<file path="config.mk">
export PLATFORM = sky130hd
export DESIGN_NAME = mem_block_copier
export DESIGN_NICKNAME = d
export VERILOG_FILES = /design/src/rtl/mem_block_copier.sv
export SDC_FILE = /design/constraint.sdc
export NUM_CORES = 1
export LEC_CHECK = 0
export ABC_AREA = 1
export ABC_CLOCK_PERIOD_IN_PS = 9700
export BUFFER_PORTS_ARGS = -buffer_cell sky130_fd_sc_hd__buf_2
export CAP_MARGIN = 20
export CORE_ASPECT_RATIO = 1.1
export CORE_UTILIZATION = 50
export CTS_BUF_LIST = sky130_fd_sc_hd__clkbuf_8
export CTS_CLUSTER_DIAMETER = 80
export DETAILED_ROUTE_END_ITERATION = 10
export GPL_ROUTABILITY_DRIVEN = 0
export PLACE_DENSITY_LB_ADDON = 0.05
export SETUP_SLACK_MARGIN = 0.15
export SYNTH_ARGS = -nofsm -noshare
export SYNTH_HDL_FRONTEND = slang
export SYNTH_SLANG_ARGS = --single-unit
</file>
<file path="constraint.sdc">
create_clock -name clk -period 9.7 [get_ports clk]
set_input_delay 1.455 -clock clk [delete_from_list [all_inputs] [get_ports clk]]
set_output_delay 1.455 -clock clk [all_outputs]
set_load 0.05 [all_outputs]
</file>
<file path="src/rtl/mem_block_copier.sv">
// rtl/mem_block_copier.sv - memmove-style block copier driving the word-addressed data memory bus
// One word per READ/WRITE cycle pair; direction is chosen at start so overlapping regions copy correctly.
module mem_block_copier #(
  parameter int DATA_W = 32,
  parameter int ADDR_W = 32,
  parameter int LEN_W  = 13
) (
  input  logic              clk,
  input  logic              rst_n,
  input  logic              start,
  input  logic [ADDR_W-1:0] SrcAddr,
  input  logic [ADDR_W-1:0] DstAddr,
  input  logic [LEN_W-1:0]  Length,
  output logic              busy,
  output logic              done,
  output logic              MemRead,
  output logic              MemWrite,
  output logic [ADDR_W-1:0] Address,
  output logic [DATA_W-1:0] WriteData,
  input  logic [DATA_W-1:0] ReadData
);

  typedef enum logic [1:0] {IDLE, READ, WRITE, DONE} state_t;

  state_t            state, state_nxt;
  logic [ADDR_W-1:0] src_ptr, dst_ptr, src_nxt, dst_nxt;
  logic [LEN_W-1:0]  remaining, remaining_nxt;
  logic [DATA_W-1:0] data_buf, data_buf_nxt;
  logic              descending, descending_nxt;

  logic              busy_nxt, done_nxt, mem_read_nxt, mem_write_nxt;
  logic [ADDR_W-1:0] address_nxt;
  logic [DATA_W-1:0] write_data_nxt;

  logic [ADDR_W-1:0] len_ext;
  logic [ADDR_W:0]   src_end;
  logic              dst_inside_src;

  // Extra bit keeps SrcAddr+Length from wrapping when judging overlap.
  assign len_ext        = ADDR_W'(Length);
  assign src_end        = {1'b0, SrcAddr} + {1'b0, len_ext};
  assign dst_inside_src = (DstAddr > SrcAddr) && ({1'b0, DstAddr} < src_end);

  always_ff @(posedge clk or negedge rst_n) begin
    if (!rst_n) begin
      state <= IDLE;
    end else begin
      state <= state_nxt;
    end
  end

  always_comb begin
    state_nxt = state;
    case (state)
      IDLE:    if (start) state_nxt = (Length == '0) ? DONE : READ;
      READ:    state_nxt = WRITE;
      WRITE:   state_nxt = (remaining == LEN_W'(1)) ? DONE : READ;
      DONE:    state_nxt = IDLE;
      default: state_nxt = IDLE;
    endcase
  end

  // Computes the next datapath values and the next registered bus outputs.
  always_comb begin
    src_nxt        = src_ptr;
    dst_nxt        = dst_ptr;
    remaining_nxt  = remaining;
    data_buf_nxt   = data_buf;
    descending_nxt = descending;
    case (state)
      IDLE: begin
        if (start && (Length != '0)) begin
          descending_nxt = dst_inside_src;
          remaining_nxt  = Length;
          if (dst_inside_src) begin
            src_nxt = SrcAddr + len_ext - ADDR_W'(1);
            dst_nxt = DstAddr + len_ext - ADDR_W'(1);
          end else begin
            src_nxt = SrcAddr;
            dst_nxt = DstAddr;
          end
        end
      end
      READ: data_buf_nxt = ReadData;
      WRITE: begin
        remaining_nxt = remaining - LEN_W'(1);
        if (remaining != LEN_W'(1)) begin
          src_nxt = descending ? src_ptr - ADDR_W'(1) : src_ptr + ADDR_W'(1);
          dst_nxt = descending ? dst_ptr - ADDR_W'(1) : dst_ptr + ADDR_W'(1);
        end
      end
      default: ;
    endcase

    busy_nxt       = (state_nxt == READ) || (state_nxt == WRITE);
    done_nxt       = (state_nxt == DONE);
    mem_read_nxt   = (state_nxt == READ);
    mem_write_nxt  = (state_nxt == WRITE);
    address_nxt    = Address;
    write_data_nxt = WriteData;
    if (state_nxt == READ) begin
      address_nxt = src_nxt;
    end else if (state_nxt == WRITE) begin
      address_nxt    = dst_nxt;
      write_data_nxt = data_buf_nxt;
    end
  end

  always_ff @(posedge clk or negedge rst_n) begin
    if (!rst_n) begin
      src_ptr    <= '0;
      dst_ptr    <= '0;
      remaining  <= '0;
      data_buf   <= '0;
      descending <= 1'b0;
      busy       <= 1'b0;
      done       <= 1'b0;
      MemRead    <= 1'b0;
      MemWrite   <= 1'b0;
      Address    <= '0;
      WriteData  <= '0;
    end else begin
      src_ptr    <= src_nxt;
      dst_ptr    <= dst_nxt;
      remaining  <= remaining_nxt;
      data_buf   <= data_buf_nxt;
      descending <= descending_nxt;
      busy       <= busy_nxt;
      done       <= done_nxt;
      MemRead    <= mem_read_nxt;
      MemWrite   <= mem_write_nxt;
      Address    <= address_nxt;
      WriteData  <= write_data_nxt;
    end
  end

endmodule
</file>
## Word-level counts from Yosys, hierarchy flattened

Cells that the tools add are included.

| storage, ports and cells | value |
|---|---|
| register bits after elaboration | 180 |
| bits of input ports | 112 |
| output and inout port bits | 68 |
| logic and storage cells | 64 |

| operators by class | value |
|---|---|
| add/sub/neg operators | 10 |
| order comparisons | 2 |
| equality and inequality tests | 9 |
| mux-type cells | 19 |
| bitwise logic cells | 1 |
| reduce and logical (&&, ||, !) cells | 11 |

Operators by type and width:

| cell | number |
|---|---|
| $mux W32 | 11 |
| $pmux W32 S2 | 2 |
| $sub A32 B1 Y32 const B | 4 |
| $add A32 B1 Y32 const B | 2 |
| $add A32 B13 Y32 | 2 |
| $add A32 B13 Y33 | 1 |
| $lt A32 B33 Y1 | 1 |
| $gt A32 B32 Y1 | 1 |
| $pmux W13 S2 | 1 |
| $eq A13 B1 Y1 const B | 1 |
| $logic_not A13 Y1 | 1 |
| $mux W13 | 1 |
| $ne A13 B1 Y1 const B | 1 |
| $reduce_bool A13 Y1 | 1 |
| $sub A13 B1 Y13 const B | 1 |
| $eq A2 B2 Y1 const B | 4 |
| $pmux W2 S4 | 1 |
| $mux W2 | 3 |
| $reduce_and A2 Y1 | 3 |
| $eq A2 B1 Y1 const B | 2 |
| $reduce_bool A2 Y1 | 2 |
| $logic_and A1 B1 Y1 | 2 |
| $logic_not A2 Y1 | 1 |
| $ne A2 B2 Y1 const B | 1 |
| other kinds (2) | 2 |

## Depth between registers and ports, before layout

Gate-level depths: netlist of run 1.

| depth | value |
|---|---|
| word-level depth | 8 |
| gate-level depth with buffers | 34 |
| gate-level depth less buffers | 33 |

## Least setup slack after synthesis of run 1

No wires, ideal clock.

| timing path | value |
|---|---|
| path kind | input-to-reg |
| from | input port SrcAddr[2] |
| to | register Address[30] |
| setup time | 0.117 ns |
| arrival | 4.746 ns |
| data required time | 9.583 ns |
| slack | 4.837 ns |
| stages on the path | 28 |
| path buffers | 1 |
| cells stage by stage | inv_1 -> ha_1 -> inv_1 -> nor2_1 -> nor2_1 -> o21ai_1 -> a21oi_1 -> o21ai_0 -> a21boi_1 -> nor2_1 -> nand2_1 -> nor2_1 -> xor2_1 -> ha_1 -> nand2_1 -> nor4_1 -> nand2_1 -> nand2_1 -> nand2_1 -> nand2_1 -> nand3_2 -> buf_1 -> nand4_1 -> nand3_1 -> nand2_1 -> nand3_1 -> nand2_1 -> nand2_1 |

| on the way | value |
|---|---|
| elaborated cells on any way between the ends | 14 |

RTL lines:

| item | RTL line | source |
|---|---|---|
| start: declaration | 11 | `input logic [ADDR_W-1:0] SrcAddr,` |
| $add A32 B13 Y33 | 41 | `assign src_end = {1'b0, SrcAddr} + {1'b0, len_ext};` |
| $lt A32 B33 Y1 | 42 | `assign dst_inside_src = (DstAddr > SrcAddr) && ({1'b0, DstAddr} < src_end);` |
| $logic_and A1 B1 Y1 | 42 |  |
| $mux W32 * | 75 | `if (dst_inside_src) begin` |
| $mux W32 * | 72 | `if (start && (Length != '0)) begin` |
| $pmux W32 S2 * | 70 | `case (state)` |
| named net src_nxt[30] | 26 | `logic [ADDR_W-1:0] src_ptr, dst_ptr, src_nxt, dst_nxt;` |
| $mux W32 * | 101 | `if (state_nxt == READ) begin` |
| end signal: assignment | 132 | `Address <= address_nxt;` |
| end: declaration | 18 | `output logic [ADDR_W-1:0] Address,` |

Mark *: on every way through the listed nets, which the timed path passes. The rest lies on a longest branch. The select of a mux whose other input is x is not followed.
A chain may end at the register's enable or synchronous reset.

## Worst setup path in the final report of run 1

| timing path | value |
|---|---|
| from | input port Length[1] |
| to | register dst_ptr[26] |

| on the way | value |
|---|---|
| word-level cells in the longest chain between the ends | 6 |
| elaborated cells on any way between the ends | 10 |

Ends and longest elaborated chain:

| item | RTL line | source |
|---|---|---|
| start: declaration | 13 | `input logic [LEN_W-1:0] Length,` |
| $add A32 B13 Y33 | 41 |  |
| $lt A32 B33 Y1 | 42 |  |
| $logic_and A1 B1 Y1 | 42 |  |
| $mux W32 | 75 |  |
| $mux W32 * | 72 |  |
| $pmux W32 S2 * | 70 |  |
| named net dst_nxt[26] | 26 |  |
| end signal: assignment | 124 | `dst_ptr <= dst_nxt;` |
| end: declaration | 26 |  |

Mark *: on every way through the listed nets, which the timed path passes. The rest lies on a longest branch.

==> results of run 1 <==
## tightest hold or removal path, delay by kind of cell, from the launching register on
family | cells | cell delay (ns)
flip-flops | 1 | 0.34
AND/OR/NAND/NOR | 2 | 0.10
## final cells by class
cell class,instances,area share
tap,487,0.0299
inverter,440,0.0810
timing repair buffer,196,0.0505
clock inverter,14,0.00847
sequential,148,0.182
clock buffer,18,0.0122
multi-input combinational,2304,0.636
## cells by family after synthesis
family	Yosys count	synth area share
fa+ha+maj	247	0.168
compound gates	530	0.162
flops	148	0.198
xor+xnor	95	0.0446
simple gates	1432	0.320
buf+inv	519	0.108
## through the flow
step                      total power [mW]  std cells  hold WS, ns  area, um2
after CTS                             3.88       3607        0.475      20400
after global routing                  4.23       3607        0.496      20400
final                                 3.91       3607        0.472      20400
after floorplan                       2.71       2971        0.501      18700
after detailed placement              3.34       3575        0.453      20000
after global placement                3.31       3575        0.448      20000
## flip-flops by register name (all words and copies together), names as in the netlist
| name | count |
|---|---|
| Address | 32 |
| WriteData | 32 |
| dst_ptr | 32 |
| src_ptr | 32 |
| remaining | 13 |
| state | 2 |
| MemRead | 1 |
| MemWrite | 1 |
| busy | 1 |
| descending | 1 |
| done | 1 |
## power by group through the flow
stage / Sequential [mW] / Combinational (mW) / Clock (mW)
after detailed placement: 1.05 / 2.29 / 0
after CTS: 1.04 / 2.30 / 0.534
after floorplan: 1.24 / 1.47 / 0
final: 1.05 / 2.34 / 0.524
after global routing: 1.08 / 2.60 / 0.553
after global placement: 1.05 / 2.26 / 0
## layer usage
| layer | global-route usage | vias to the layer above | routed length, um |
|---|---|---|---|
| met5 | 0 | - | 0 |
| met4 | 0.174 | 0 | 3140 |
| met3 | 0.0476 | 175 | 4870 |
| met2 | 0.586 | 845 | 30000 |
| met1 | 0.437 | 9327 | 27700 |
| li1 | - | 10000 | - |
## synthesized netlist by cell type, drive strengths merged
master	instances	area share
nand2	807	0.16
inv	440	0.088
nor2	263	0.053
ha	242	0.16
nand3	242	0.066
a21oi	230	0.062
o21ai	172	0.046
dfrtp	148	0.20
xor2	65	0.030
nand4	52	0.017
clkbuf	47	0.0094
buf	32	0.0096
xnor2	30	0.014
nor3	29	0.0078
a21o	21	0.0084
o211ai	19	0.0090
o21bai	19	0.0078
or2	19	0.0064
a21boi	13	0.0052
a31oi	10	0.0034
nor4	10	0.0034
o221ai	9	0.0042
o21a	8	0.0032
a22oi	7	0.0028
o22ai	7	0.0023
fa	5	0.0054
nand3b	5	0.0020
o32ai	5	0.0023
a221oi	4	0.0019
and2	3	0.0010
a211oi	2	0.00080
o31ai	2	0.00080
and3	1	0.00034
nor3b	1	0.00040
o211a	1	0.00054
o311ai	1	0.00047
## how the worst min path moves through the flow
stage / start / endpoint / slack [ns] / depth (start not counted)
2_1_floorplan: remaining[6] / remaining[6] / 0.50 / 1
3_3_place_gp: WriteData[18] / WriteData[18] / 0.45 / 2
3_5_place_dp: WriteData[13] / WriteData[13] / 0.45 / 2
4_1_cts: WriteData[13] / WriteData[13] / 0.47 / 2
5_1_grt: WriteData[0] / WriteData[0] / 0.50 / 2
6_report: WriteData[11] / WriteData[11] / 0.47 / 2
==> out/qor.yml, run 1 <==
run_status:
  status: "complete, no violations"
sta:
  max_freq_ghz: 0.142
  rsz0062_at_grt: "no"
  finalHoldViolations: 0
  slew_headroom: 0.301
  drv_slew: 0
  worst_slew_pin_slew_ns: 1.05
  finalCritPeriodShare: 0.726
  worst_slack_ns: 2.66
  setup_viol: 0
  skew_ns: 0.0168
  finalCriticalPeriod_ns: 7.04
  fin_tns_setup_ns: 0
worst_setup_path:
  cp_data_required_time_ns: 10.16
  rrSetupSlack_ns: 5.79
  worstPathArrival_ns: 7.50
  crit_path_end: "dst_ptr[26]"
  critPathKind: "in2reg"
  reg2reg_from: "descending"
  crit_path_end_kind: "register"
  timing.rr.end: "Address[21]"
  cp_max_fo: 87
  worstSetupStartpointType: "input pin"
  worstSetupPathDepth: 28
  critPathMostFrequentCell: "nand2_1"
  crit_family: "simple AND/OR/NAND/NOR gates"
  cpMaxStageDelayCell: "nand3_4"
  ff2ff_path_depth: 13
  path_buf_inv: 3
  critPathMaxStageDelay_ns: 0.89
  cp-startpoint: "Length[1]"
clocking:
  htree_levels: 4
  cts_buffers: 17
  clk_latency_ns: 0.51
  clockRootBuffer: "clkbuf_8"
  clkTransAtPathRegs_ns: 0.10
  hold_buffers: 0
  cts_tree: "yes"
  cts_setup_buffers: 0
  clockBufferDepth: 2
  cts.sinks: 148
  cts_resized: 0
synthesis:
  syn_area_mm2: 0.0187
  synth_cell_types: 51
  synth.ff_latch_count: 148
  yosys_warnings: 0
  synthCells: 2971
  syn-num-nets: 3330
  syn_avg_cell_area_um2: 6.28
  ys_seq_area_frac: 0.198
floorplan:
  die_y_um: 205
  rows: 73
  initial_core_util: 0.512
  dieArea_mm2: 0.0381
  ios: 180
  die_w_um: 186
  coreArea_mm2: 0.0364
global_route:
  antenna_found_initial: 0
  grt_first_pass_wirelength_um: 103000
  grt_max_degree: 88
  globalRoute.totalOverflow: 0
  track_usage: 0.350
  grt_pass1_vias: 19400
power:
  seqPwrFrac: 0.268
  clkPwrFrac: 0.134
  internal_power_mw: 1.84
  p_switching_mw: 2.07
  leakagePower_nw: 11.1
  powerDensity_mw_per_mm2: 192
  share_comb_of_total_power: 0.598
  p_sw_frac: 0.530
  peakVddDrop_v: 0.000149
finish:
  final_util: 0.559
  layout-drive-gt1-share: 0.0862
  fill_cells: 3704
  diodes: 0
  multi_input_comb_area_mm2: 0.0130
  nNetsFinal: 3466
  regArea_mm2: 0.00371
  area_delta_synth_final_pct: 9.20
  final_cell_mix: "nand2_1, inv_1, nor2_1, ha_1, nand3_1"
  final_common_cell: "nand2_1"
detailed_routing:
  viasPerCell: 5.64
  first_pass_iters: 8
  drt_iter0_markers: 2053
  post_drt_wl_per_cell_um: 18.2
  drc: 0
  finalWirelength_um: 65700
  antenna_left: 0
  vias: 20400
placement:
  detailed_place_hpwl_um: 52400
  dp_slack_ns: 2.29
  io_buffer_count: 179
job:
  maxCapViolCount: 0
min_path:
  hp-class: "reg2reg"
Power figures use the tool's default switching activity.
==> run 2, diff against run 1 <==
--- a/config.mk
+++ b/config.mk
@@ -6,7 +6,7 @@
 export NUM_CORES = 1
 export LEC_CHECK = 0
 export ABC_AREA = 1
-export ABC_CLOCK_PERIOD_IN_PS = 9700
+export ABC_CLOCK_PERIOD_IN_PS = 6800
 export BUFFER_PORTS_ARGS = -buffer_cell sky130_fd_sc_hd__buf_2
 export CAP_MARGIN = 20
 export CORE_ASPECT_RATIO = 1.1
==> constraint.sdc (replaced) <==
create_clock -name clk -period 6.8 [get_ports clk]
set_input_delay 1.02 -clock clk [delete_from_list [all_inputs] [get_ports clk]]
set_output_delay 1.02 -clock clk [all_outputs]
set_load 0.05 [all_outputs]
==> run 2 against run 1 <==
  * Worst setup slack got worse by 1.4 ns
  * Largest cell class unchanged
  * First-iteration DRC count rose by 4.3%
  * Utilization rose by 0.075 points
==> out/qor.yml, run 2 (synthesized netlist as in run 1, its figures left out) <==
min_path:
  hold_end: "WriteData[9]"
  hp-class: "reg2reg"
  hold_path_depth: 2  # unchanged
  hp-start: "WriteData[9]"
worst_setup_path:
  cp_max_fo: 34  # -61%
  critPathKind: "in2reg"
  cp_data_required_time_ns: 7.23  # -2.93 ns
  cpMaxStageDelayCell: "buf_4"
  critPathMaxStageDelay_ns: 0.40  # -0.49 ns
  reg2reg_from: "descending"
  ff2ff_path_depth: 17  # +4
  worstPathArrival_ns: 5.99  # -1.51 ns
  crit_path_end_kind: "register"
  worstSetupStartpointType: "input pin"
  timing.rr.end: "dst_ptr[20]"
  critPathMostFrequentCell: "nand2_1"
  cp-startpoint: "SrcAddr[1]"
  rrSetupSlack_ns: 2.75  # -3.04 ns
detailed_routing:
  drt_iter0_markers: 2142  # +4.3%
  antenna_left: 0  # unchanged
  post_drt_wl_per_cell_um: 18.8  # +3.3%
  vias: 20700  # +1.9%
  viasPerCell: 5.74  # +1.7%
  drc: 0  # unchanged
  first_pass_iters: 6  # -2
  finalWirelength_um: 68000  # +3.4%
finish:
  final_cell_mix: "nand2_1, inv_1, nor2_1, ha_1, nand3_1"
  layout-drive-gt1-share: 0.0880  # +0.00178
  final_util: 0.560  # +0.000755
  diodes: 0  # unchanged
  nNetsFinal: 3471  # +0.14%
  final_common_cell: "nand2_1"
  fill_cells: 3752  # +1.3%
  stdcell_area_mm2: 0.0204  # +0.13%
  area_delta_synth_final_pct: 9.35
global_route:
  antenna_found_initial: 0  # unchanged
  grt_max_degree: 94  # +6.8%
  grt_pass1_vias: 19300  # -0.54%
  globalRoute.totalOverflow: 0  # unchanged
  track_usage: 0.361  # +0.0108
  grt_first_pass_wirelength_um: 105000  # +2.7%
sta:
  fin_tns_setup_ns: 0  # unchanged
  skew_ns: 0.0241  # +0.00736 ns
  max_freq_ghz: 0.180
  finalHoldViolations: 0  # unchanged
  holdWs_ns: 0.472  # -0.000633 ns
  setup_viol: 0  # unchanged
  drv_slew: 0  # unchanged
  rsz0062_at_grt: "no"
  slew_headroom: 0.316  # +0.0152
  finalCritPeriodShare: 0.817
  finalCriticalPeriod_ns: 5.56
  worst_slew_pin_slew_ns: 1.02  # -0.0228 ns
clocking:
  clockBufferDepth: 2  # unchanged
  clkTransAtPathRegs_ns: 0.09  # about the same
  cts.sinks: 148  # unchanged
  cts_setup_buffers: 0  # unchanged
  hold_buffers: 0  # unchanged
  cts_tree: "yes"
  cts_resized: 0  # unchanged
  cts_buffers: 17  # unchanged
  htree_levels: 4  # unchanged
  clockRootBuffer: "clkbuf_8"
  clk_latency_ns: 0.50  # about the same
power:
  finalPower_mw: 5.63  # +44%
  peakVddDrop_v: 0.000175  # +18%
  powerDensity_mw_per_mm2: 276  # +44%
  leakagePower_nw: 11.1  # +0.19%
floorplan:
  die_w_um: 186  # unchanged
  die_y_um: 205  # unchanged
  coreArea_mm2: 0.0364  # unchanged
  rows: 73  # unchanged
  ios: 180  # unchanged
  initial_core_util: 0.512  # unchanged
  dieArea_mm2: 0.0381  # unchanged
placement:
  place_area_mm2: 0.0200  # +0.19%
  io_buffer_count: 179  # unchanged
  detailed_place_hpwl_um: 53800  # +2.6%
run_status:
  status: "complete, no violations"
job:
  maxCapViolCount: 0  # unchanged
run 2: cell types whose count changed in the layout (fill, tap and decap cells not counted), sizes merged:
cell | previous run | this run
buf | 196 | 201
clkinv | 3 | 6
bufinv | 2 | 0
clkinvlp | 2 | 0
inv | 447 | 449
clkbuf | 18 | 17
run 2: worst max-delay path by stage:
stage	to	depth (start not counted)
final	Address[2]	30
after floorplan	Address[30]	28
after global routing	Address[1]	30
after CTS	Address[1]	30
after detailed placement	Address[1]	30
after global placement	dst_ptr[26]	28
run 2: worst max-delay path, delay by kind of cell:
family                     cells  cell delay, ns
and+or+nand+nor               19            2.43
AOI/OAI and AO/OA              5            1.20
buffers and inverters          3            0.60
adders and majority gates      2            0.59
xor gates and xnor gates       1            0.11
run 2: area by class of cell:
| cell class | count | area (um2) | area share |
|---|---|---|---|
| clock buffer | 17 | 234 | 0.0115 |
| inverter | 440 | 1650 | 0.0809 |
| multi-input combinational | 2304 | 13000 | 0.635 |
| sequential | 148 | 3710 | 0.182 |
| timing repair buffer | 201 | 1070 | 0.0523 |
| clock inverter | 15 | 176 | 0.00864 |
| tap | 487 | 609 | 0.0298 |
run 2: stage by stage:
stage	setup WS [ns]	std cells
floorplan	2.37	2971
global placement	0.990	3580
detailed placement	0.893	3580
CTS	1.41	3612
global route	0.867	3612
finish	1.24	3612
run 2: report_power, final:
part,switching [mW],leakage (nW),internal [mW]
Clock,0.438,0.208,0.282
Combinational,2.28,9.19,1.09
Sequential,0.355,1.72,1.18
Total,3.07,11.1,2.56
run 2: routing by layer:
| metal | wire length, um | GRT usage |
|---|---|---|
| met5 | 0 | 0 |
| met1 | 28900 | 0.473 |
| met2 | 30600 | 0.588 |
| met4 | 2820 | 0.153 |
| met3 | 5710 | 0.0498 |
